===== src/rtl/bullet_alloc.sv =====
// ---------------------------------------------------------------------------
// bullet_alloc
//
// Bullet pool allocator and fire arbiter for the two-player tank game.
// Takes fire requests from both players, shares the bullet slot pool between
// them with round-robin fairness, enforces per-player cooldown and live-bullet
// limits, picks the lowest free slot and computes a spawn position that sits
// directly in front of the firing tank without overlapping it.
//
// Ports
//   clk, rstn                  clock, synchronous active-low reset
//   frame_tick                 one-cycle pulse per video frame (cooldown rate)
//   p1_/p2_fire                fire request level
//   p1_/p2_x, _y               tank top-left, tank is 3 wide x 4 high
//   p1_/p2_dir                 facing: 0 up, 1 down, 2 left, 3 right
//   p1_/p2_alive               tank alive
//   bullet_active/owner        pool occupancy and per-slot owner (1 = P2)
//   spawn_*                    registered one-cycle spawn command to the pool
//   p1_/p2_live                registered live-bullet count per player
//   p1_/p2_cd_busy             cooldown counter nonzero
//
// state  | meaning
// -------+-----------------------------------------------------------------
// IDLE   | evaluate eligibility, arbitrate, register the spawn command
// ISSUE  | spawn_valid high for exactly this cycle
// SETTLE | pool latches the slot, live counts catch up before next decision
// ---------------------------------------------------------------------------
module bullet_alloc #(
  parameter int BULLET_NUM     = 64,
  parameter int SLOT_W         = 7,
  parameter int COOLDOWN       = 30,
  parameter int MAX_PER_PLAYER = 8,
  parameter int ARENA_W        = 160,
  parameter int ARENA_H        = 120
) (
  input  logic                  clk,
  input  logic                  rstn,
  input  logic                  frame_tick,
  input  logic                  p1_fire,
  input  logic                  p2_fire,
  input  logic [7:0]            p1_x,
  input  logic [7:0]            p1_y,
  input  logic [7:0]            p2_x,
  input  logic [7:0]            p2_y,
  input  logic [1:0]            p1_dir,
  input  logic [1:0]            p2_dir,
  input  logic                  p1_alive,
  input  logic                  p2_alive,
  input  logic [BULLET_NUM-1:0] bullet_active,
  input  logic [BULLET_NUM-1:0] bullet_owner,
  output logic                  spawn_valid,
  output logic [SLOT_W-1:0]     spawn_slot,
  output logic                  spawn_owner,
  output logic [7:0]            spawn_x,
  output logic [7:0]            spawn_y,
  output logic [1:0]            spawn_dir,
  output logic [7:0]            p1_live,
  output logic [7:0]            p2_live,
  output logic                  p1_cd_busy,
  output logic                  p2_cd_busy
);

  typedef enum logic [1:0] {
    S_IDLE   = 2'd0,
    S_ISSUE  = 2'd1,
    S_SETTLE = 2'd2
  } state_t;

  typedef struct packed {
    logic       ok;
    logic [7:0] x;
    logic [7:0] y;
  } spawn_pos_t;

  localparam logic [8:0] ARENA_W9 = 9'(ARENA_W);
  localparam logic [8:0] ARENA_H9 = 9'(ARENA_H);
  localparam logic [8:0] MAX_P9   = 9'(MAX_PER_PLAYER);
  localparam logic [7:0] CD_LOAD  = 8'(COOLDOWN);

  // Spawn position and bounds check. Everything is done at 9 bits so that
  // x+3 / y+4 near the top of the 8-bit range cannot wrap back into bounds.
  function automatic spawn_pos_t calc_pos(input logic [7:0] x,
                                          input logic [7:0] y,
                                          input logic [1:0] dir);
    logic [8:0] sx;
    logic [8:0] sy;
    logic       ok;
    sx = {1'b0, x};
    sy = {1'b0, y};
    ok = 1'b1;
    case (dir)
      2'd0: begin
        ok = (y >= 8'd2);
        sy = {1'b0, y} - 9'd2;
      end
      2'd1: begin
        sy = {1'b0, y} + 9'd4;
      end
      2'd2: begin
        ok = (x >= 8'd2);
        sx = {1'b0, x} - 9'd2;
        sy = {1'b0, y} + 9'd1;
      end
      default: begin
        sx = {1'b0, x} + 9'd3;
        sy = {1'b0, y} + 9'd1;
      end
    endcase
    if (sx + 9'd2 > ARENA_W9) ok = 1'b0;
    if (sy + 9'd2 > ARENA_H9) ok = 1'b0;
    calc_pos = '{ok: ok, x: sx[7:0], y: sy[7:0]};
  endfunction

  state_t              state_q, state_d;
  logic                prio_p2_q, prio_p2_d;   // 1: P2 wins a tie next time
  logic [7:0]          cd1_q, cd1_d;
  logic [7:0]          cd2_q, cd2_d;
  logic [7:0]          live1_q, live1_d;
  logic [7:0]          live2_q, live2_d;
  logic                spawn_valid_q, spawn_valid_d;
  logic [SLOT_W-1:0]   spawn_slot_q, spawn_slot_d;
  logic                spawn_owner_q, spawn_owner_d;
  logic [7:0]          spawn_x_q, spawn_x_d;
  logic [7:0]          spawn_y_q, spawn_y_d;
  logic [1:0]          spawn_dir_q, spawn_dir_d;

  spawn_pos_t          pos1, pos2;
  logic                free_found;
  logic [SLOT_W-1:0]   free_idx;
  logic                elig1, elig2;
  logic                grant1, grant2;

  assign pos1 = calc_pos(p1_x, p1_y, p1_dir);
  assign pos2 = calc_pos(p2_x, p2_y, p2_dir);

  // Lowest free slot: scanning downward leaves the smallest index last.
  always_comb begin
    free_found = 1'b0;
    free_idx   = '0;
    for (int i = BULLET_NUM - 1; i >= 0; i--) begin
      if (!bullet_active[i]) begin
        free_found = 1'b1;
        free_idx   = SLOT_W'(i);
      end
    end
  end

  always_comb begin
    live1_d = '0;
    live2_d = '0;
    for (int i = 0; i < BULLET_NUM; i++) begin
      if (bullet_active[i] && !bullet_owner[i]) live1_d = live1_d + 8'd1;
      if (bullet_active[i] &&  bullet_owner[i]) live2_d = live2_d + 8'd1;
    end
  end

  always_comb begin
    elig1 = p1_fire && p1_alive && (cd1_q == 8'd0) &&
            ({1'b0, live1_q} < MAX_P9) && free_found && pos1.ok;
    elig2 = p2_fire && p2_alive && (cd2_q == 8'd0) &&
            ({1'b0, live2_q} < MAX_P9) && free_found && pos2.ok;
    grant1 = (state_q == S_IDLE) && elig1 && (!elig2 || !prio_p2_q);
    grant2 = (state_q == S_IDLE) && elig2 && (!elig1 ||  prio_p2_q);
  end

  always_comb begin
    state_d       = state_q;
    prio_p2_d     = prio_p2_q;
    spawn_valid_d = 1'b0;
    spawn_slot_d  = spawn_slot_q;
    spawn_owner_d = spawn_owner_q;
    spawn_x_d     = spawn_x_q;
    spawn_y_d     = spawn_y_q;
    spawn_dir_d   = spawn_dir_q;

    case (state_q)
      S_IDLE: begin
        if (grant1 || grant2) begin
          state_d       = S_ISSUE;
          spawn_valid_d = 1'b1;
          spawn_slot_d  = free_idx;
          spawn_owner_d = grant2;
          spawn_x_d     = grant2 ? pos2.x : pos1.x;
          spawn_y_d     = grant2 ? pos2.y : pos1.y;
          spawn_dir_d   = grant2 ? p2_dir : p1_dir;
          prio_p2_d     = grant1;
        end
      end
      S_ISSUE:  state_d = S_SETTLE;
      S_SETTLE: state_d = S_IDLE;
      default:  state_d = S_IDLE;
    endcase

    // A grant load overrides a same-cycle frame decrement.
    cd1_d = cd1_q;
    if (frame_tick && (cd1_q != 8'd0)) cd1_d = cd1_q - 8'd1;
    if (grant1) cd1_d = CD_LOAD;

    cd2_d = cd2_q;
    if (frame_tick && (cd2_q != 8'd0)) cd2_d = cd2_q - 8'd1;
    if (grant2) cd2_d = CD_LOAD;
  end

  always_ff @(posedge clk) begin
    if (!rstn) begin
      state_q       <= S_IDLE;
      prio_p2_q     <= 1'b0;
      cd1_q         <= '0;
      cd2_q         <= '0;
      live1_q       <= '0;
      live2_q       <= '0;
      spawn_valid_q <= 1'b0;
      spawn_slot_q  <= '0;
      spawn_owner_q <= 1'b0;
      spawn_x_q     <= '0;
      spawn_y_q     <= '0;
      spawn_dir_q   <= '0;
    end else begin
      state_q       <= state_d;
      prio_p2_q     <= prio_p2_d;
      cd1_q         <= cd1_d;
      cd2_q         <= cd2_d;
      live1_q       <= live1_d;
      live2_q       <= live2_d;
      spawn_valid_q <= spawn_valid_d;
      spawn_slot_q  <= spawn_slot_d;
      spawn_owner_q <= spawn_owner_d;
      spawn_x_q     <= spawn_x_d;
      spawn_y_q     <= spawn_y_d;
      spawn_dir_q   <= spawn_dir_d;
    end
  end

  assign spawn_valid = spawn_valid_q;
  assign spawn_slot  = spawn_slot_q;
  assign spawn_owner = spawn_owner_q;
  assign spawn_x     = spawn_x_q;
  assign spawn_y     = spawn_y_q;
  assign spawn_dir   = spawn_dir_q;
  assign p1_live     = live1_q;
  assign p2_live     = live2_q;
  assign p1_cd_busy  = (cd1_q != 8'd0);
  assign p2_cd_busy  = (cd2_q != 8'd0);

endmodule


===== config.mk =====
export PLATFORM = sky130hd
export DESIGN_NAME = bullet_alloc
export DESIGN_NICKNAME = d
export VERILOG_FILES = /design/src/rtl/bullet_alloc.sv
export SDC_FILE = /design/constraint.sdc
export NUM_CORES = 1
export LEC_CHECK = 0
export CELL_PAD_IN_SITES_DETAIL_PLACEMENT = 2
export CELL_PAD_IN_SITES_GLOBAL_PLACEMENT = 2
export CORE_MARGIN = 5
export CORE_UTILIZATION = 35
export CTS_CLUSTER_SIZE = 25
export DETAILED_ROUTE_END_ITERATION = 10
export PLACE_DENSITY = 0.85
export SYNTH_ARGS = -nofsm -noshare
export SYNTH_HDL_FRONTEND = slang
export SYNTH_SLANG_ARGS = --single-unit

===== constraint.sdc =====
create_clock -name clk -period 88.1 [get_ports clk]
set_input_delay 17.62 -clock clk [delete_from_list [all_inputs] [get_ports clk]]
set_output_delay 17.62 -clock clk [all_outputs]
set_load 0.01 [all_outputs]

==> summary.md <==
Among all flip-flop cells after synthesis, the most frequent one is sky130_fd_sc_hd__dfxtp_1. The number of clock buffers added by TritonCTS is 9. Largest net degree at the start of global routing: 44. For the worst setup path, the data arrival time is 59.89 ns. The nature of the critical path endpoint is a register.

Root buffer cell: sky130_fd_sc_hd__clkbuf_16. STA classifies the critical path startpoint as a primary input. Async set or reset register ratio after synthesis: 0. The startpoint identified for the worst register-to-register timing path is p1_live[7]. Across all register-to-register paths, the minimum setup slack is 84.38 ns. The synthesized area is 30300 µm². The number of gates resized after CTS was 0. For this run, the top clock speed supported by timing is 16.76 MHz. The logs give 0.4389 for the met2 track utilization from global routing and 0.04031 for the share of synthesized area occupied by flip-flops and latches. Each instance of the synthesized netlist takes up on average 6.844 µm². The portion of the clock cycle consumed by the worst path in the final layout was 0.6773; the relative max-transition margin was 0.1953.

The number of port buffers was 214. The met1 usage was 0.2969. Setup repair after global routing left no endpoint under its margin. Buffers added to address setup during post-CTS repair amount to 0. In this run the worst path has a maximum fanout of 11. The final layout contains routed wiring with a total length of 114000 µm.

Yosys printed 0 warnings. Hold buffer count at cts: 0. The max-slew violation total from the final report is 0. The worst-case clock buffer depth is 2. The first detailed-routing pass took 5 iterations. The share of cells above drive strength 1 was 0.05195; the number of global-route vias before repair was 35401. The die covers 92550 µm². The floorplan has 108 rows. The slowest stage of the critical path is the sky130_fd_sc_hd__a211oi_1 cell. Counting cells, the worst reg-to-reg path comes to 11.

From left edge to right edge, the die measures 304.2 µm. The global router's overall resource usage is 0.2326, and the setup clock skew after layout is 0.008838 ns. The logs give 0 for the number of hold violations in the final report and 88.32 ns for the required arrival time at the worst endpoint.

The endpoint of the worst setup timing path is p1_live[6]. The tools report the DRC violation count after routing as 0. The initial detailed-routing violation count was 1217; the via count was 32854. TritonCTS built the clock tree. During I/O placement, the number of pins put on the boundary was 216.

The run gives 0 as the count of max-cap constraint violations. After global routing the overflow that remains totals 0. The flow ran to the end, and the final reports show no timing, DRC or antenna violations.

The final antenna-violating net count was 0. The number of enable flip-flop cells after synthesis is 0. The unique cell type count in the Yosys netlist is 116, and the source-to-sink clock delay at the later pin of the worst-skew pair is 0.36 ns. The layer with the highest usage after global routing was met2. The endpoint identified for the worst register-to-register timing path is spawn_y[0]. After routing, the total negative slack on setup checks comes to 0 ns.

The delay of the slowest critical-path stage is 0.77 ns. The worst setup path is of the primary input to register kind. Cell count after synthesis: 4427.

The library cell used most frequently in the layout, excluding fill and tap cells, is sky130_fd_sc_hd__nand2_1. The critical path crosses 194 cells after its start point. The logs give 4752 for the post-synthesis net count and 61 for the number of sinks driven by the clock tree. In this run the number of H-tree levels came out at 3. From synthesis to final layout, the design area changed by 11.12%. After detailed routing, the average wire length per cell comes to 20.07 µm. By instance count, the cell type seen most on the critical path is sky130_fd_sc_hd__ha_1.

The first global-routing pass estimated 186500 µm of wire. The path class of the tightest hold or removal check is register to register. Counting I/O delays and the setup requirement, the final critical path takes 59.67 ns. The number of nets in the finished design is 4844. The worst path buffer plus inverter count is 13.

The synthesized design contains 61 register bits. After clock tree synthesis, the clock-pin slew on the worst setup and hold paths is 0.06 ns. The detail-routed via count per cell works out to 5.783. In the layout the commonest cells are sky130_fd_sc_hd__nand2_1 (570), sky130_fd_sc_hd__xnor2_1 (453), sky130_fd_sc_hd__nor2_1 (412). The most critical setup path has its startpoint at bullet_active[0]. The initial standard-cell utilization of the core is 0.3509, and the HPWL after detailed placement is 96870 µm.

The logs give 0 for the total of endpoints with negative setup slack in the final report and 0.8682 for the routability congestion estimate. From bottom edge to top edge, the die measures 304.2 µm. The core area is 86350 µm².

The actual slew at the worst max-slew pin was 1.204 ns; the met3 usage in global routing was 0.01204. Cell family contributing the most delay on the critical path: compound AO/OA/AOI/OAI gates. The run gives 2 as the number of antenna violations at the first check in global routing.
-- through the flow --
stage | area (µm²) | std cells | util | hold slack (ns) | setup slack, ns
after detailed placement | 33380 | 5663 | 0.3866 | 0.4547 | 28.39
after global routing | 33670 | 5681 | 0.3899 | 0.4987 | 25.16
after floorplan | 30300 | 4427 | - | 0.4722 | 36.67
after CTS | 33660 | 5679 | 0.3898 | 0.4667 | 28.59
after global placement | 33380 | 5663 | 0.3866 | 0.4406 | 29.80
final | 33670 | 5681 | 0.3899 | 0.4597 | 28.43
-- sequential cells by signal, summed over array words and instances (netlist names), 2 cells and up --
register,flops
spawn_dir,2
p2_live,8
spawn_x,8
state_q,2
cd2_q,8
cd1_q,8
spawn_slot,6
spawn_y,8
p1_live,8
-- worst min path at each step --
stage	start	depth (start not counted)	slack [ns]	to
4_1_cts	spawn_x[3]	2	0.47	spawn_x[3]
3_5_place_dp	spawn_slot[2]	2	0.45	spawn_slot[2]
6_report	spawn_x[3]	2	0.46	spawn_x[3]
3_3_place_gp	spawn_y[1]	2	0.44	spawn_y[1]
2_1_floorplan	prio_p2_q	2	0.47	prio_p2_q
5_1_grt	spawn_slot[4]	2	0.50	spawn_slot[4]
-- synth_stat cells, types with 18 or more instances --
cell,n,area share
sky130_fd_sc_hd__dfxtp_1,61,0.040
sky130_fd_sc_hd__mux2_2,20,0.0074
sky130_fd_sc_hd__nand3b_1,25,0.0062
sky130_fd_sc_hd__or3_1,38,0.0078
sky130_fd_sc_hd__nor4_1,28,0.0058
sky130_fd_sc_hd__and2_1,90,0.019
sky130_fd_sc_hd__nand2b_1,87,0.018
sky130_fd_sc_hd__a211oi_1,47,0.012
sky130_fd_sc_hd__o221ai_1,19,0.0055
sky130_fd_sc_hd__o21ai_1,18,0.0030
sky130_fd_sc_hd__nand3_1,222,0.037
sky130_fd_sc_hd__o22ai_1,48,0.0099
sky130_fd_sc_hd__clkbuf_1,120,0.015
sky130_fd_sc_hd__xnor3_1,28,0.021
sky130_fd_sc_hd__a21oi_1,264,0.044
sky130_fd_sc_hd__nor2b_1,83,0.017
sky130_fd_sc_hd__mux2i_1,50,0.017
sky130_fd_sc_hd__nand2_1,570,0.071
sky130_fd_sc_hd__a21o_1,21,0.0052
sky130_fd_sc_hd__o21ai_0,209,0.035
sky130_fd_sc_hd__nor3b_1,40,0.0099
sky130_fd_sc_hd__a31oi_1,69,0.014
sky130_fd_sc_hd__inv_1,148,0.018
sky130_fd_sc_hd__nor3_1,119,0.020
sky130_fd_sc_hd__ha_1,154,0.064
sky130_fd_sc_hd__o2111ai_1,18,0.0052
sky130_fd_sc_hd__xor2_1,233,0.067
sky130_fd_sc_hd__xnor2_1,453,0.13
sky130_fd_sc_hd__nand4_1,68,0.014
sky130_fd_sc_hd__and3_1,57,0.012
sky130_fd_sc_hd__o31ai_1,36,0.0089
sky130_fd_sc_hd__or2_2,26,0.0054
sky130_fd_sc_hd__xnor2_2,42,0.023
sky130_fd_sc_hd__nor2_1,412,0.051
sky130_fd_sc_hd__a21boi_0,30,0.0074
sky130_fd_sc_hd__xor2_2,24,0.013
sky130_fd_sc_hd__o21a_1,25,0.0062
sky130_fd_sc_hd__o211ai_1,46,0.011
-- layout make-up --
cell class                 count  area [µm²]
multi-input combinational   4056       27860
inverter                     166       623.1
timing repair buffer         225        2225
fill                       10476       52680
tap                         1155        1445
clock buffer                   9       225.2
sequential                    61        1221
clock inverter                 7       57.56
antenna                        2       5.005
-- cells by family after synthesis --
family,synth area share
simple gates,0.3165
compound gates,0.2297
xor+xnor,0.2808
buf+inv,0.04027
fa+ha+maj,0.06761
mux,0.02470
flops,0.04031
other cells,0.0001238
-- worst register-to-register path: stages, from the launching register on --
cell and delay [ns]:
sky130_fd_sc_hd__dfxtp_1 0.30, sky130_fd_sc_hd__or4_1 0.51, sky130_fd_sc_hd__nor3_1 0.60, sky130_fd_sc_hd__nand4b_1 0.23, sky130_fd_sc_hd__nor3_1 0.20, sky130_fd_sc_hd__nand3_1 0.16, sky130_fd_sc_hd__a211oi_2 0.58, sky130_fd_sc_hd__buf_4 0.38
sky130_fd_sc_hd__inv_1 0.27, sky130_fd_sc_hd__nand2_1 0.13, sky130_fd_sc_hd__o21ai_0 0.07, sky130_fd_sc_hd__and2_1 0.17
-- routing by layer --
layer	vias up	routed length, µm
met3	103	2025
met2	368	57630
met1	16336	52600
met4	0	1786
li1	16047	-
met5	-	0
Power is left out: the tool's default activity adds up to more than one toggle a clock period on the data nets, which glitch-free logic cannot reach.
